### src/rtl/alu_issue.sv
`default_nettype none
// ============================================================================
// Module      : alu_issue
// Description : Two-stage valid/ready ALU issue pipeline. S1 decodes and drives
//               an external ALU; S2 holds the writeback result.
// Revision    : 1.0 - initial release
// ============================================================================
module alu_issue (
    input  logic        clk_i,
    input  logic        rst_i,
    input  logic        in_valid_i,
    output logic        in_ready_o,
    input  logic [1:0]  alu_op_i,
    input  logic [2:0]  funct3_i,
    input  logic        funct7_b5_i,
    input  logic [63:0] rs1_val_i,
    input  logic [63:0] rs2_val_i,
    input  logic [63:0] imm_i,
    input  logic [4:0]  rd_i,
    output logic [3:0]  ctrl_signal_o,
    output logic [63:0] op1_o,
    output logic [63:0] op2_o,
    input  logic [63:0] alu_result_i,
    output logic        out_valid_o,
    input  logic        out_ready_i,
    output logic [63:0] result_o,
    output logic [4:0]  rd_o,
    output logic        illegal_o
);

    localparam logic [3:0] c_AND = 4'b0000;
    localparam logic [3:0] c_OR  = 4'b0001;
    localparam logic [3:0] c_ADD = 4'b0010;
    localparam logic [3:0] c_SUB = 4'b0110;

    logic        r_s1_valid;
    logic [3:0]  r_s1_ctrl;
    logic [63:0] r_s1_op1;
    logic [63:0] r_s1_op2;
    logic [4:0]  r_s1_rd;
    logic        r_s1_illegal;

    logic        r_s2_valid;
    logic [63:0] r_s2_result;
    logic [4:0]  r_s2_rd;
    logic        r_s2_illegal;

    logic        w_s1_adv;
    logic        w_in_xfer;
    logic [3:0]  w_ctrl;
    logic        w_illegal;
    logic [63:0] w_op2;

    assign w_s1_adv   = r_s1_valid & (~r_s2_valid | out_ready_i);
    assign in_ready_o = ~r_s1_valid | w_s1_adv;
    assign w_in_xfer  = in_valid_i & in_ready_o;

    // Branch and R-type use rs2; load/store and I-type use the immediate.
    assign w_op2 = (alu_op_i[1] ^ alu_op_i[0]) ? rs2_val_i : imm_i;

    always_comb begin
        w_ctrl    = c_ADD;
        w_illegal = 1'b0;
        case (alu_op_i)
            2'b00: w_ctrl = c_ADD;
            2'b01: w_ctrl = c_SUB;
            2'b10: begin
                case (funct3_i)
                    3'b000:  w_ctrl = funct7_b5_i ? c_SUB : c_ADD;
                    3'b111:  w_ctrl = c_AND;
                    3'b110:  w_ctrl = c_OR;
                    default: w_illegal = 1'b1;
                endcase
            end
            default: begin
                case (funct3_i)
                    3'b000:  w_ctrl = c_ADD;
                    3'b111:  w_ctrl = c_AND;
                    3'b110:  w_ctrl = c_OR;
                    default: w_illegal = 1'b1;
                endcase
            end
        endcase
    end

    // Operand registers keep their last values when S1 drains.
    always_ff @(posedge clk_i) begin
        if (rst_i) begin
            r_s1_valid   <= 1'b0;
            r_s1_ctrl    <= 4'b0000;
            r_s1_op1     <= 64'd0;
            r_s1_op2     <= 64'd0;
            r_s1_rd      <= 5'd0;
            r_s1_illegal <= 1'b0;
        end else if (w_in_xfer) begin
            r_s1_valid   <= 1'b1;
            r_s1_ctrl    <= w_ctrl;
            r_s1_op1     <= rs1_val_i;
            r_s1_op2     <= w_op2;
            r_s1_rd      <= rd_i;
            r_s1_illegal <= w_illegal;
        end else if (w_s1_adv) begin
            r_s1_valid   <= 1'b0;
        end
    end

    always_ff @(posedge clk_i) begin
        if (rst_i) begin
            r_s2_valid   <= 1'b0;
            r_s2_result  <= 64'd0;
            r_s2_rd      <= 5'd0;
            r_s2_illegal <= 1'b0;
        end else if (w_s1_adv) begin
            r_s2_valid   <= 1'b1;
            r_s2_result  <= r_s1_illegal ? 64'd0 : alu_result_i;
            r_s2_rd      <= r_s1_rd;
            r_s2_illegal <= r_s1_illegal;
        end else if (out_ready_i) begin
            r_s2_valid   <= 1'b0;
        end
    end

    assign ctrl_signal_o = r_s1_ctrl;
    assign op1_o         = r_s1_op1;
    assign op2_o         = r_s1_op2;
    assign out_valid_o   = r_s2_valid;
    assign result_o      = r_s2_result;
    assign rd_o          = r_s2_rd;
    assign illegal_o     = r_s2_illegal;

endmodule
`default_nettype wire

### config.mk
export PLATFORM = sky130hd
export DESIGN_NAME = alu_issue
export DESIGN_NICKNAME = d
export VERILOG_FILES = /design/src/rtl/alu_issue.sv
export SDC_FILE = /design/constraint.sdc
export NUM_CORES = 1
export LEC_CHECK = 0
export CORE_AREA = 2 2 186 188
export CTS_CLUSTER_DIAMETER = 40
export DETAILED_ROUTE_END_ITERATION = 16
export DIE_AREA = 0 0 188 190
export PLACE_DENSITY = 0.6
export SLEW_MARGIN = 40
export SYNTH_ARGS = -nofsm -noshare
export SYNTH_HDL_FRONTEND = slang
export SYNTH_SLANG_ARGS = --single-unit
### constraint.sdc
create_clock -name clk_i -period 2.7 [get_ports clk_i]
set_clock_uncertainty 0.15 [all_clocks]
set_input_delay 0.54 -clock clk_i [delete_from_list [all_inputs] [get_ports clk_i]]
set_output_delay 0.54 -clock clk_i [all_outputs]
set_load 0.02 [all_outputs]
==> flow_summary_export.csv <==
group,metric,value,unit
floorplan,rows,68,
power_and_ir_drop,pwr-share-clk,50.8,%
placed_design,dpl_cell_area,13900,µm²
route,dr.pass1.iters,5,
synth,synthCells,974,
synth,synth_largest_area_cell,"dfxtp_1",
synth,ys_ff_latch,209,
power_and_ir_drop,p_sw_share,25.5,%
route,routed_wirelength,37400,µm
timing,finalHoldViolations,0,
synth,ys_warn_count,0,
floorplan,dieArea,35700,µm²
clocking,cts_buffers,41,
floorplan,pin_count,475,
floorplan,start_util,25.6,%
hold_path,hold_start,"result_o[1]$_SDFFE_PP0P_",
clocking,clk_pin_slew_worst_paths,0.05,ns
critical_path,cp.arrival,1.79,ns
route,vias,9469,
critical_path,path_buf_inv,3,
clocking,hold_buffers,0,
critical_path,worst-r2r-setup-slack,0.78,ns
power_and_ir_drop,intPower,0.00776,W
synth,synth_area,8700,µm²
final_layout,post-route-util,45.3,%
global_routing,grt_max_degree,137,
critical_path,slowest_stage,"clkdlybuf4s50_1",
final_layout,design_area,15400,µm²
route,ant_nets,0,
synth,ys_top_cells_by_count,"a21oi_1, dfxtp_1, o21ai_0",
critical_path,crit_required,2.01,ns
clocking,clock_sinks,209,
clocking,cts_resized,0,
power_and_ir_drop,p_comb_share,16.6,%
run,drv_cap,0,
clocking,clockBufferDepth,3,
critical_path,cp_top_family,"buffers and inverters",
critical_path,r2r-start,"r_s1_valid$_SDFFE_PP0P_",
global_routing,grt_usage,19.7,%
route,routedWlPerCell,19.8,µm
clocking,post_cts_buffers,0,
synth,async_flop_share,0,%
floorplan,die_h,190,µm
synth,synth_top_area_share,48.1,%
route,via_per_inst,5.00,
hold_path,worstHoldPathCells,2,
power_and_ir_drop,power_frac_seq,32.6,%
timing,drv_slew,0,
route,drt-initial-drc-count,497,
global_routing,gr-total-overflow,0,
critical_path,crit_fanout,12,
synth,synth_edf_count,0,
clocking,clk_latency,0.50,ns
timing,final.min_clock_period,2.48,ns
power_and_ir_drop,cellLeakagePower,5.57,nW
hold_path,min_path_type,"reg2reg",
synth,ys_seq_area_share,48.1,%
timing,setup_viol,0,
clocking,cts_tree,"built",
timing,fin_setup_tns,0,ns
power_and_ir_drop,power.switching,0.00265,W
critical_path,end_kind,"output pin",
synth,synth_cell_types,27,
timing,slew_headroom,48.0,%
critical_path,worstSetupStartpointType,"primary input",
clocking,cts_root_buf,"clkbuf_16",
critical_path,cp_cell_sequence,"clkdlybuf4s50_1 -> and3b_2 -> inv_4 -> buf_4",
floorplan,die_w,188,µm
timing,tightest_slew,0.780,ns
critical_path,r2r-end,"op1_o[22]$_SDFFE_PP0P_",
critical_path,reg2reg_depth,5,
global_routing,grt_pass1_wl,56000,µm
timing,grt_setup_unrepaired,"no",
global_routing,antenna_found_initial,6,
placed_design,portBuffers,473,
synth,synth_area_per_cell,8.94,µm²
timing,fin_crit_sh,91.7,%
final_layout,layout-drive-gt1-share,8.23,%
placed_design,dp_hpwl,25200,µm
final_layout,nets,1680,
synth,synth_ff_type,"dfxtp_1",
critical_path,crit_type,"in2out",
floorplan,core,33900,µm²
final_layout,syn2layout_area_growth,76.7,%
timing,fmax,404,MHz
synth,syn-num-nets,1249,
power_and_ir_drop,vdd_drop_max,0.000465,V
power_and_ir_drop,power_density,677,nW/µm²
critical_path,cp_slowest_stage_delay,0.54,ns
synth,synth.area.top_cells,"dfxtp_1, a21oi_1, o21ai_0",
hold_path,hold_end,"result_o[1]$_SDFFE_PP0P_",
clocking,cts.htree.levels,2,
placed_design,gp_congestion,0.813,
route,drc,0,
run_status,outcome,"finished clean",
global_routing,grt_pass1_vias,9461,
## cell usage in the layout (no fill, tap or decap), types with 2 or more instances in the layout
cell type        Yosys  layout
clkinv_2             0       6
clkinv_4             0       4
inv_1                4       3
diode_2              0       5
clkbuf_1            74       2
mux2i_1             64      64
clkbuf_16            0      43
buf_4                6      26
nand2_1              3       3
dfxtp_4              0       2
a21oi_1            209     209
inv_6                0       4
clkinvlp_4           0       4
ha_1                 4       3
nand3_1             75      75
nand4b_1            64      64
or3_1                2       2
bufinv_16            0       6
a311oi_1             2       2
a211oi_1            65      65
clkbuf_8             0       3
clkdlybuf4s50_1      0     470
buf_12               0      12
o21ai_0            142     142
dfxtp_1            209     207
## how the worst max path moves through the flow
stage / startpoint / endpoint / slack [ns] / cells past startpoint
finish: out_ready_i / in_ready_o / 0.22 / 4
global route: out_ready_i / in_ready_o / 0.14 / 4
CTS: r_s1_valid$_SDFFE_PP0P_ / in_ready_o / 0.04 / 3
detailed placement: out_ready_i / op2_o[19]$_SDFFE_PP0P_ / 0.14 / 6
global placement: out_ready_i / in_ready_o / 0.23 / 4
floorplan: out_ready_i / in_ready_o / 0.82 / 4
## registers in the layout (all words and copies together) (netlist names)
signal,count
op1_o,64
op2_o,64
result_o,64
r_s1_rd,5
rd_o,5
ctrl_signal_o,3
illegal_o,1
out_valid_o,1
r_s1_illegal,1
r_s1_valid,1
## kinds of logic (layout without fill, tap and decap cells)
logic type / Yosys count / count (layout) / share of synthesized area [%]
simple gates: 150 / 150 / 11.5
mux: 64 / 64 / 7.36
buf+inv: 126 / 586 / 6.28
flops: 209 / 209 / 48.1
fa+ha+maj: 4 / 4 / 0.575
compound gates: 420 / 420 / 26.2
other cells: 1 / 6 / 0.0431
## stage by stage
step / worst slack (ns) / hold slack (ns) / cells / power, W
after CTS: 0.0402 / 0.321 / 1889 / 0.0105
after floorplan: 0.821 / 0.290 / 974 / 0.00419
after detailed placement: 0.143 / 0.314 / 1817 / 0.00518
after global placement: 0.230 / 0.307 / 1817 / 0.00517
final: 0.224 / 0.319 / 1894 / 0.0104
after global routing: 0.143 / 0.330 / 1894 / 0.0108
## power by group through the flow
stage / registers, W / clock network, W / logic (W)
3_3_place_gp: 0.00345 / 0 / 0.00172
2_1_floorplan: 0.00366 / 0 / 0.000531
6_report: 0.00340 / 0.00529 / 0.00172
5_1_grt: 0.00342 / 0.00555 / 0.00183
4_1_cts: 0.00340 / 0.00541 / 0.00173
3_5_place_dp: 0.00345 / 0 / 0.00172
## worst min-delay path, cell delays in order (launching register included)
cell and delay [ns]:
dfxtp_1 0.30, o21ai_0 0.06, a21oi_1 0.06
## layer usage
layer  global-route usage [%]  routed length (µm)  vias to the layer above
met5                        0                  13                        -
met4                     8.09                1060                        2
met3                     7.51                3730                       66
met2                     32.3               17600                      413
met1                     23.2               15100                     4494
li1                         -                   -                     4494
## area by class of cell
class                           count  area (µm²)
Antenna cell                        5        12.5
Clock buffer                       48        1120
Clock inverter                     24         310
Fill cell                        3251       18600
Inverter                            5        21.3
Multi-Input combinational cell    639        4000
Sequential cell                   209        4190
Tap cell                          455         569
Timing Repair Buffer              509        5150
Note: power is estimated with default switching activity, not from simulation.
